==> config.mk <==
export PLATFORM = sky130hd
export DESIGN_NAME = plot_arbiter
export DESIGN_NICKNAME = d
export VERILOG_FILES = /design/src/rtl/plot_arbiter_pkg.sv /design/src/rtl/plot_arbiter_rect_scanner.sv /design/src/rtl/plot_arbiter.sv
export SDC_FILE = /design/constraint.sdc
export NUM_CORES = 1
export LEC_CHECK = 0
export ABC_AREA = 1
export CAP_MARGIN = 20
export CORE_AREA = 8 8 108 110
export CTS_BUF_LIST = sky130_fd_sc_hd__clkbuf_8
export DETAILED_ROUTE_END_ITERATION = 12
export DIE_AREA = 0 0 116 118
export GPL_ROUTABILITY_DRIVEN = 0
export HOLD_SLACK_MARGIN = 0.03
export PLACE_DENSITY = 0.95
export SYNTH_ARGS = -nofsm -noshare
export SYNTH_HDL_FRONTEND = slang
export SYNTH_SLANG_ARGS = --single-unit
==> constraint.sdc <==
create_clock -name clk_i -period 4.5 [get_ports clk_i]
set_clock_uncertainty 0.1 [all_clocks]
set_input_delay 0.9 -clock clk_i [delete_from_list [all_inputs] [get_ports clk_i]]
set_output_delay 0.9 -clock clk_i [all_outputs]
set_load 0.005 [all_outputs]
==> src/rtl/plot_arbiter_pkg.sv <==
// Shared definitions for the pixel-write arbiter: screen geometry, coordinate
// widths, named colours and the arbiter FSM state type.
package plot_arbiter_pkg;

  localparam int unsigned SCREEN_W = 160;
  localparam int unsigned SCREEN_H = 120;

  localparam int unsigned X_W   = 8;
  localparam int unsigned Y_W   = 7;
  localparam int unsigned COL_W = 3;

  localparam logic [COL_W-1:0] BLACK = 3'b000;
  localparam logic [COL_W-1:0] GREEN = 3'b010;
  localparam logic [COL_W-1:0] RED   = 3'b100;

  typedef enum logic [1:0] {
    StIdle,
    StDraw,
    StFin
  } state_e;

  // True when the (already wrapped) pixel lies inside the visible area.
  function automatic logic on_screen(logic [X_W-1:0] x, logic [Y_W-1:0] y);
    return (x < X_W'(SCREEN_W)) && (y < Y_W'(SCREEN_H));
  endfunction

endpackage

==> src/rtl/plot_arbiter_rect_scanner.sv <==
// Row-major counter pair that walks a w x h rectangle one pixel per enabled
// clock.
//   clk_i, reset_ni : clock, synchronous active-low reset
//   start_i         : clear both counters (takes priority over en_i)
//   en_i            : advance one pixel
//   w_i, h_i        : rectangle size, must be stable while en_i is used
//   cx_o, cy_o      : current column / row offset
//   last_o          : current position is the final pixel of the rectangle
module plot_arbiter_rect_scanner
  import plot_arbiter_pkg::*;
(
  input  logic           clk_i,
  input  logic           reset_ni,
  input  logic           start_i,
  input  logic           en_i,
  input  logic [X_W-1:0] w_i,
  input  logic [Y_W-1:0] h_i,
  output logic [X_W-1:0] cx_o,
  output logic [Y_W-1:0] cy_o,
  output logic           last_o
);

  logic [X_W-1:0] cx_q, cx_d;
  logic [Y_W-1:0] cy_q, cy_d;
  logic           row_end;

  assign row_end = (cx_q == w_i - X_W'(1));
  assign last_o  = row_end && (cy_q == h_i - Y_W'(1));
  assign cx_o    = cx_q;
  assign cy_o    = cy_q;

  always_comb begin
    cx_d = cx_q;
    cy_d = cy_q;
    if (start_i) begin
      cx_d = '0;
      cy_d = '0;
    end else if (en_i) begin
      if (row_end) begin
        cx_d = '0;
        cy_d = cy_q + Y_W'(1);
      end else begin
        cx_d = cx_q + X_W'(1);
      end
    end
  end

  always_ff @(posedge clk_i) begin
    if (!reset_ni) begin
      cx_q <= '0;
      cy_q <= '0;
    end else begin
      cx_q <= cx_d;
      cy_q <= cy_d;
    end
  end

endmodule

==> src/rtl/plot_arbiter.sv <==
// Fixed-priority arbiter that shares the VGA pixel-write port between several
// rectangle-fill requesters and sweeps the granted rectangle one pixel/clock.
//   clk_i, reset_ni        : clock, synchronous active-low reset
//   req_i                  : per-requester request, held until done
//   rect_{x,y,w,h,colour}_i: packed per-requester rectangle, read at grant only
//   gnt_o                  : one-hot grant for the whole transaction
//   done_o                 : one-hot, one-cycle end-of-transaction pulse
//   busy_o                 : FSM not idle
//   x_out_o, y_out_o,
//   colour_out_o, plot_o   : registered VGA pixel write
module plot_arbiter
  import plot_arbiter_pkg::*;
#(
  parameter int unsigned NREQ = 4
) (
  input  logic                  clk_i,
  input  logic                  reset_ni,
  input  logic [NREQ-1:0]       req_i,
  input  logic [X_W*NREQ-1:0]   rect_x_i,
  input  logic [Y_W*NREQ-1:0]   rect_y_i,
  input  logic [X_W*NREQ-1:0]   rect_w_i,
  input  logic [Y_W*NREQ-1:0]   rect_h_i,
  input  logic [COL_W*NREQ-1:0] rect_colour_i,
  output logic [NREQ-1:0]       gnt_o,
  output logic [NREQ-1:0]       done_o,
  output logic                  busy_o,
  output logic [X_W-1:0]        x_out_o,
  output logic [Y_W-1:0]        y_out_o,
  output logic [COL_W-1:0]      colour_out_o,
  output logic                  plot_o
);

  localparam int unsigned IdxW = (NREQ > 1) ? $clog2(NREQ) : 1;

  state_e             state_q;
  logic [NREQ-1:0]    gnt_q, done_q;
  logic               plot_q;
  logic [X_W-1:0]     x_q, bx_q, bw_q;
  logic [Y_W-1:0]     y_q, by_q, bh_q;
  logic [COL_W-1:0]   col_q, bcol_q;

  logic               sel_valid;
  logic [IdxW-1:0]    sel_idx;
  logic [X_W-1:0]     sel_x, sel_w;
  logic [Y_W-1:0]     sel_y, sel_h;
  logic [COL_W-1:0]   sel_col;

  logic [X_W-1:0]     cx, px;
  logic [Y_W-1:0]     cy, py;
  logic               last;

  // Descending scan so the lowest set index wins.
  always_comb begin
    sel_valid = 1'b0;
    sel_idx   = '0;
    for (int i = NREQ - 1; i >= 0; i--) begin
      if (req_i[i]) begin
        sel_valid = 1'b1;
        sel_idx   = IdxW'(i);
      end
    end
  end

  assign sel_x   = rect_x_i[sel_idx*X_W +: X_W];
  assign sel_y   = rect_y_i[sel_idx*Y_W +: Y_W];
  assign sel_w   = rect_w_i[sel_idx*X_W +: X_W];
  assign sel_h   = rect_h_i[sel_idx*Y_W +: Y_W];
  assign sel_col = rect_colour_i[sel_idx*COL_W +: COL_W];

  plot_arbiter_rect_scanner u_scanner (
    .clk_i    (clk_i),
    .reset_ni (reset_ni),
    .start_i  ((state_q == StIdle) && sel_valid),
    .en_i     (state_q == StDraw),
    .w_i      (bw_q),
    .h_i      (bh_q),
    .cx_o     (cx),
    .cy_o     (cy),
    .last_o   (last)
  );

  // Coordinates wrap naturally at their register widths.
  assign px = bx_q + cx;
  assign py = by_q + cy;

  always_ff @(posedge clk_i) begin
    if (!reset_ni) begin
      state_q <= StIdle;
      gnt_q   <= '0;
      done_q  <= '0;
      plot_q  <= 1'b0;
      x_q     <= '0;
      y_q     <= '0;
      col_q   <= BLACK;
      bx_q    <= '0;
      by_q    <= '0;
      bw_q    <= '0;
      bh_q    <= '0;
      bcol_q  <= BLACK;
    end else begin
      done_q <= '0;
      plot_q <= 1'b0;
      unique case (state_q)
        StIdle: begin
          if (sel_valid) begin
            bx_q    <= sel_x;
            by_q    <= sel_y;
            bw_q    <= sel_w;
            bh_q    <= sel_h;
            bcol_q  <= sel_col;
            gnt_q   <= NREQ'(1) << sel_idx;
            state_q <= ((sel_w == '0) || (sel_h == '0)) ? StFin : StDraw;
          end
        end
        StDraw: begin
          x_q    <= px;
          y_q    <= py;
          col_q  <= bcol_q;
          // Clipped pixels still take their cycle, just without a write.
          plot_q <= on_screen(px, py);
          if (last) state_q <= StFin;
        end
        StFin: begin
          done_q  <= gnt_q;
          gnt_q   <= '0;
          state_q <= StIdle;
        end
        default: state_q <= StIdle;
      endcase
    end
  end

  assign gnt_o        = gnt_q;
  assign done_o       = done_q;
  assign busy_o       = (state_q != StIdle);
  assign x_out_o      = x_q;
  assign y_out_o      = y_q;
  assign colour_out_o = col_q;
  assign plot_o       = plot_q;

endmodule
Word-level counts from Yosys, hierarchy flattened
Cells that the tools add are included.
{ "totals": {"output_inout_bits": 28, "regBits": 77} }
{ "classes": {"muxes": 15, "n_lt_le_gt_ge": 2, "eq_ne": 6, "add_sub_neg": 6, "n_reduce_logical": 16, "shift": 6, "bitwise_logic": 1, "n_mul": 2} }
{ "ops": {"columns": ["operator", "n"], "rows": [
  ["$shiftx 32x6->8", 2],
  ["$shiftx 28x6->7", 2],
  ["$mux 2", 7],
  ["$reduce_and 2->1", 6],
  ["$shiftx 12x5->3", 1],
  ["$add 8x1->8 const B", 1],
  ["$add 8x8->8", 1],
  ["$eq 8x8->1", 1],
  ["$logic_not 8->1", 1],
  ["$lt 8x8->1 const B", 1],
  ["$mux 8", 1],
  ["$pmux 4 s2", 1],
  ["$sub 8x1->8 const B", 1],
  ["$add 7x1->7 const B", 1],
  ["$add 7x7->7", 1],
  ["$eq 7x7->1", 1],
  ["$logic_not 7->1", 1],
  ["$lt 7x7->1 const B", 1],
  ["$sub 7x1->7 const B", 1],
  ["$mul 2x3->5 const B", 1],
  ["$mul 2x2->4 const B", 1],
  ["$mux 1", 4],
  ["$mux 4", 1],
  ["$ne 2x2->1 const B", 2],
  ["other kinds (10)", 13]
]} }

Logic depth before layout (Yosys ltp)
{ "depth": {"ltp_word": 11, "ltp_mapped": 14, "depth_no_buf": 14} }

Hierarchy
Synthesis repeated with hierarchy kept, for this count alone.
{ "unflattened": {"hier_cells": 790, "area_unflattened_um2": 5207.5} }
{ "modules_own_cells": {"columns": ["mod", "area_per_inst_um2", "cells_each", "instances"], "rows": [
  ["plot_arbiter", 3871.2, 566, 1],
  ["plot_arbiter_rect_scanner", 1336.3, 224, 1]
]} }

Worst setup path after synthesis
OpenSTA, ideal clock, no wires.
{ "synth_timing": {"path_type": "input port to flip-flop", "from": "input req_i[1]", "to": "register by_q[1]", "path_stages": 8, "n_path_buf": 2, "slack_ns": 2.393, "arrival_time_ns": 1.887, "setup_ns": 0.119, "path_cell_list": "nor2_8 > inv_2 > nor2_4 > nor2_4 > buf_4 > buf_4 > a221oi_2 > o21ai_1"} }
{ "synth_via": {"elab_chain_len": 4} }
{ "synth_rtl": {"columns": ["item", "line", "rtl"], "rows": [
  ["from (decl)", "plot_arbiter.sv:18", "input logic [NREQ-1:0] req_i,"],
  ["$mux 2 (2 in a row)", "plot_arbiter.sv:57", "if (req_i[i]) begin"],
  ["$mul 2x3->5", "plot_arbiter.sv:65", "assign sel_y = rect_y_i[sel_idx*Y_W +: Y_W];"],
  ["$shiftx 28x6->7", "plot_arbiter.sv:65", null],
  ["to (signal assigned)", "plot_arbiter.sv:107", "by_q <= sel_y;"],
  ["to (decl)", "plot_arbiter.sv:39", "logic [Y_W-1:0] y_q, by_q, bh_q;"]
]} }
Several ways; a longest one is shown, not always the timed one.
A chain may end at the register's enable or synchronous reset.

Worst setup path in the final report
{ "layout_timing": {"from": "input req_i[0]", "to": "register gnt_q[3] (netlist: gnt_o[3])"} }
{ "layout_via": {"elab_chain_len": 4} }
{ "layout_rtl": {"columns": ["item", "line", "rtl"], "rows": [
  ["$mux 2", "plot_arbiter.sv:57", null],
  ["$shl 1x2->4", "plot_arbiter.sv:111", "gnt_q <= NREQ'(1) << sel_idx;"],
  ["$mux 4", "plot_arbiter.sv:105", "if (sel_valid) begin"],
  ["$pmux 4 s2", "plot_arbiter.sv:103", "unique case (state_q)"],
  ["to (signal assigned)", "plot_arbiter.sv:111", null],
  ["to (decl)", "plot_arbiter.sv:36", "logic [NREQ-1:0] gnt_q, done_q;"]
]} }
Several ways; a longest one is shown, not always the timed one. The select of a mux whose other input is x is not followed.

==> results.md <==
* Yosys top cell area share at between 30% and 40%
* Met2 usage at between 40% and 50%
* FF-to-FF End: u_scanner.cx_o[2]$_SDFFE_PP0P_
* Most frequent cells in the layout: nand2_1, clkdlybuf4s50_1, nor2_1, nand3_1, inv_1
* Mapped Nets at 914
* XOR/XNOR Fraction of Synth Area at around 5.6%
* Clock Latency Late Sink at approximately 0.36 ns
* Core area at approximately 10000 µm²
* Fillers at 794
* WP data required at 4.67 ns
* Max-slew headroom at 58.2%
* Max-cap violations at 0
* Routed Wire Length at between 15000 and 20000 µm
* Row cnt at 37
* P_leak at around 0.0031 µW
* RSZ-0062 raised after global routing: false
* Synth area leader: dfxtp_1
* Routed Antenna Nets at 0
* Most frequent cell on the critical path: buf_4
* Post-Synthesis Cells at about 760
* Io pins at roughly 170
* Final WS setup at between 1 and 1.5 ns
* Worst path max stage delay at about 0.55 ns
* Post-DP HPWL at about 13000 µm
* Post-CTS setup buffer count at 0
* TritonCTS clock tree: built
* Worst-path cell chain: clkdlybuf4s50_1, nor2_8, a21oi_2, buf_4, nor2_1, buf_4, inv_2, o32ai_1
* Critical path arrival at 3.18 ns
* Ant. Diodes at 0
* Hold WS at ~0.38 ns
* Mux contribution to synthesized area at 0%
* GR Util met3 at roughly 7.3%
* Nets at 1068
* Initial antenna violation count at 0
* Worst R2R Path Depth at 11
* Die Wd at roughly 120 µm
* Clock sinks at 77
* Simple-Gate Fraction of Synth Area at 34.9%
* Avg Cell Area, Syn at between 6 and 7 µm²
* Finished Cell Area at roughly 7000 µm²
* Worst-Margin Slew at 0.627 ns
* Worst-path clk slew at roughly 0.08 ns
* DRT Pass-1 Iters at 5
* Final hold violation count at 0
* CP endpoint kind: flop
* Outcome: finished, final reports clean
* Die Area at ~14000 µm²
* Yosys cell types at 45
* FF-to-FF setup slack at 2.36 ns
* Post-route DRC at 0
* IO buf count at approximately 170
* Pwr/cell area at about 430 nW/µm²
* Slew Limit Fails at 0
* Reg-to-Reg Start: bw_q[0]$_SDFFE_PN0P_
* First-pass GRT wire length at around 27000 µm
* GRT Overall Usage at 24.0%
* Post-Place Worst Slack at roughly 1.2 ns
* Tcrit/Tclk final at between 60% and 70%
* Part of the Yosys area used for sequential elements at approximately 31%
* Top Usage Layer GRT: met2
* Layout area overhead at 38.7%
* Crit path time final at about 3.0 ns
* Post-Route Setup TNS at 0 ns
* Share of layout cells above drive strength 1 at around 6.0%
* DRC marker count from the first detailed-route iteration at 529
* Crit path launch: req_i[0]
* Crit Path Category: in2reg
* Initial Util at roughly half
* #FFs+latches synth at 77
* Commonest non-fill, non-tap cell in the layout: nand2_1
* Synth Cell Area at about 5000 µm²
* Largest family of logic cells by synthesized area: simple AND/OR/NAND/NOR gates
* Root Buffer: clkbuf_8
* Via count at 5532
* Crit-path max FO at 45
* Synthesis Warnings at 0
* Post_cts resized at 0
* Met1 GRT Util at 26.6%
* Max Clk Rate at around 330 MHz
* Startpoint type of the worst setup path: primary input
* Worst hold path class: reg2reg
* Placement Cell Area at 6740 µm²
* Compound-Gate Fraction of Synth Area at between 10 and 15%
* Pin count of the biggest net entering global routing at between 40 and 50
* Vias in the first global route at approximately 5700
* Worst Setup EP: gnt_o[3]$_SDFFE_PN0P_
* Drt via density at approximately 5.3
* Setup violations, final at 0
* Wire length per cell at 15.4 µm
* Post-CTS Hold Buffers at 0
* Area contributors post-synth: dfxtp_1, nand2_1, nand3_1, nor2_1, inv_1
* Synth Area in Adders at about 5.0%
* Max stage delay cell, worst path: clkdlybuf4s50_1
* H-tree depth at 3
* Die H at roughly 120 µm
* Global route overflow at 0
* VDD IR max at between 0.0002 and 0.00025 V
* CTS Buf Count at 9
* Clock Path Buffers at 2
## report_power, final
| part | switching [µW] | leakage (µW) | total, µW | internal [µW] |
|---|---|---|---|---|
| Combinational | 751 | 0.00234 | 1340 | 591 |
| Clock | 260 | 0.000124 | 643 | 383 |
| Sequential | 142 | 0.000631 | 1010 | 868 |
| Total | 1150 | 0.00309 | 3000 | 1840 |
## flip-flops by register name, summed over array words and instances (netlist names)
name,flops
x_out_o,8
by_q,7
bcol_q,3
bx_q,8
u_scanner.cy_o,7
plot_o,1
colour_out_o,3
done_o,4
bw_q,8
gnt_o,4
y_out_o,7
state_q,2
bh_q,7
u_scanner.cx_o,8
## stage by stage
step           power (µW)  std cells  util, %
2_1_floorplan        1810        757        -
3_3_place_gp         2290       1036     67.4
3_5_place_dp         2330       1036     67.4
4_1_cts              2990       1052     69.9
5_1_grt              3190       1052     69.9
6_report             3000       1052     69.9
## synth_stat cells, drive strengths merged
| master | instances |
|---|---|
| o2111ai | 1 |
| nand4 | 7 |
| dfxtp | 77 |
| ha | 17 |
| buf | 21 |
| o211ai | 5 |
| o21a | 1 |
| xor2 | 17 |
| a21oi | 27 |
| o32ai | 2 |
| clkinv | 2 |
| inv | 92 |
| clkbuf | 5 |
| nand2 | 200 |
| nand3 | 85 |
| nor2 | 99 |
| fa | 2 |
| a221oi | 11 |
| a32o | 4 |
| nand3b | 2 |
| o22ai | 11 |
| o21ai | 42 |
| nor3 | 3 |
| a41oi | 1 |
| a31oi | 5 |
| or2 | 2 |
| xnor2 | 15 |
| o311ai | 1 |
## per-layer routing
layer	vias up	routed length, µm
met5	-	0
met4	0	431
met3	41	1540
met2	265	8020
met1	2447	6260
li1	2779	-
## final cells by class
cell class | instances | area (µm²) | share of cell area (%)
multi-input cells | 560 | 2990 | 42.8
repair buffers | 169 | 1680 | 24.1
flip-flops and latches | 77 | 1540 | 22.1
inverters | 94 | 355 | 5.09
well taps | 136 | 170 | 2.44
clock buffers | 10 | 138 | 1.97
clock inverters | 6 | 110 | 1.58
## cells by family (layout without fill, tap and decap cells)
kind of cell               after synthesis  after routing
xor gates and xnor gates                32             32
adders and majority gates               19             19
and+or+nand+nor                        398            398
DFF                                     77             77
AOI/OAI and AO/OA                      111            111
buffers and inverters                  120            279
## critical path, delay by kind of cell
family | cells | cell delay [ns]
compound gates | 2 | 0.37
buf+inv | 4 | 1.25
simple gates | 2 | 0.64
## worst min path at each step
stage                                 startpoint                            to  slack (ns)  depth (start not counted)
floorplan                 bcol_q[2]$_SDFFE_PN0P_        bcol_q[2]$_SDFFE_PN0P_        0.32                          2
global placement    colour_out_o[0]$_SDFFE_PN0P_  colour_out_o[0]$_SDFFE_PN0P_        0.36                          2
detailed placement         gnt_o[2]$_SDFFE_PN0P_          done_o[2]$_SDFF_PN0_        0.37                          2
CTS                        gnt_o[2]$_SDFFE_PN0P_          done_o[2]$_SDFF_PN0_        0.38                          2
global route               gnt_o[1]$_SDFFE_PN0P_          done_o[1]$_SDFF_PN0_        0.40                          2
finish                     gnt_o[2]$_SDFFE_PN0P_          done_o[2]$_SDFF_PN0_        0.38                          2
Note: power is estimated with default switching activity, not from simulation.
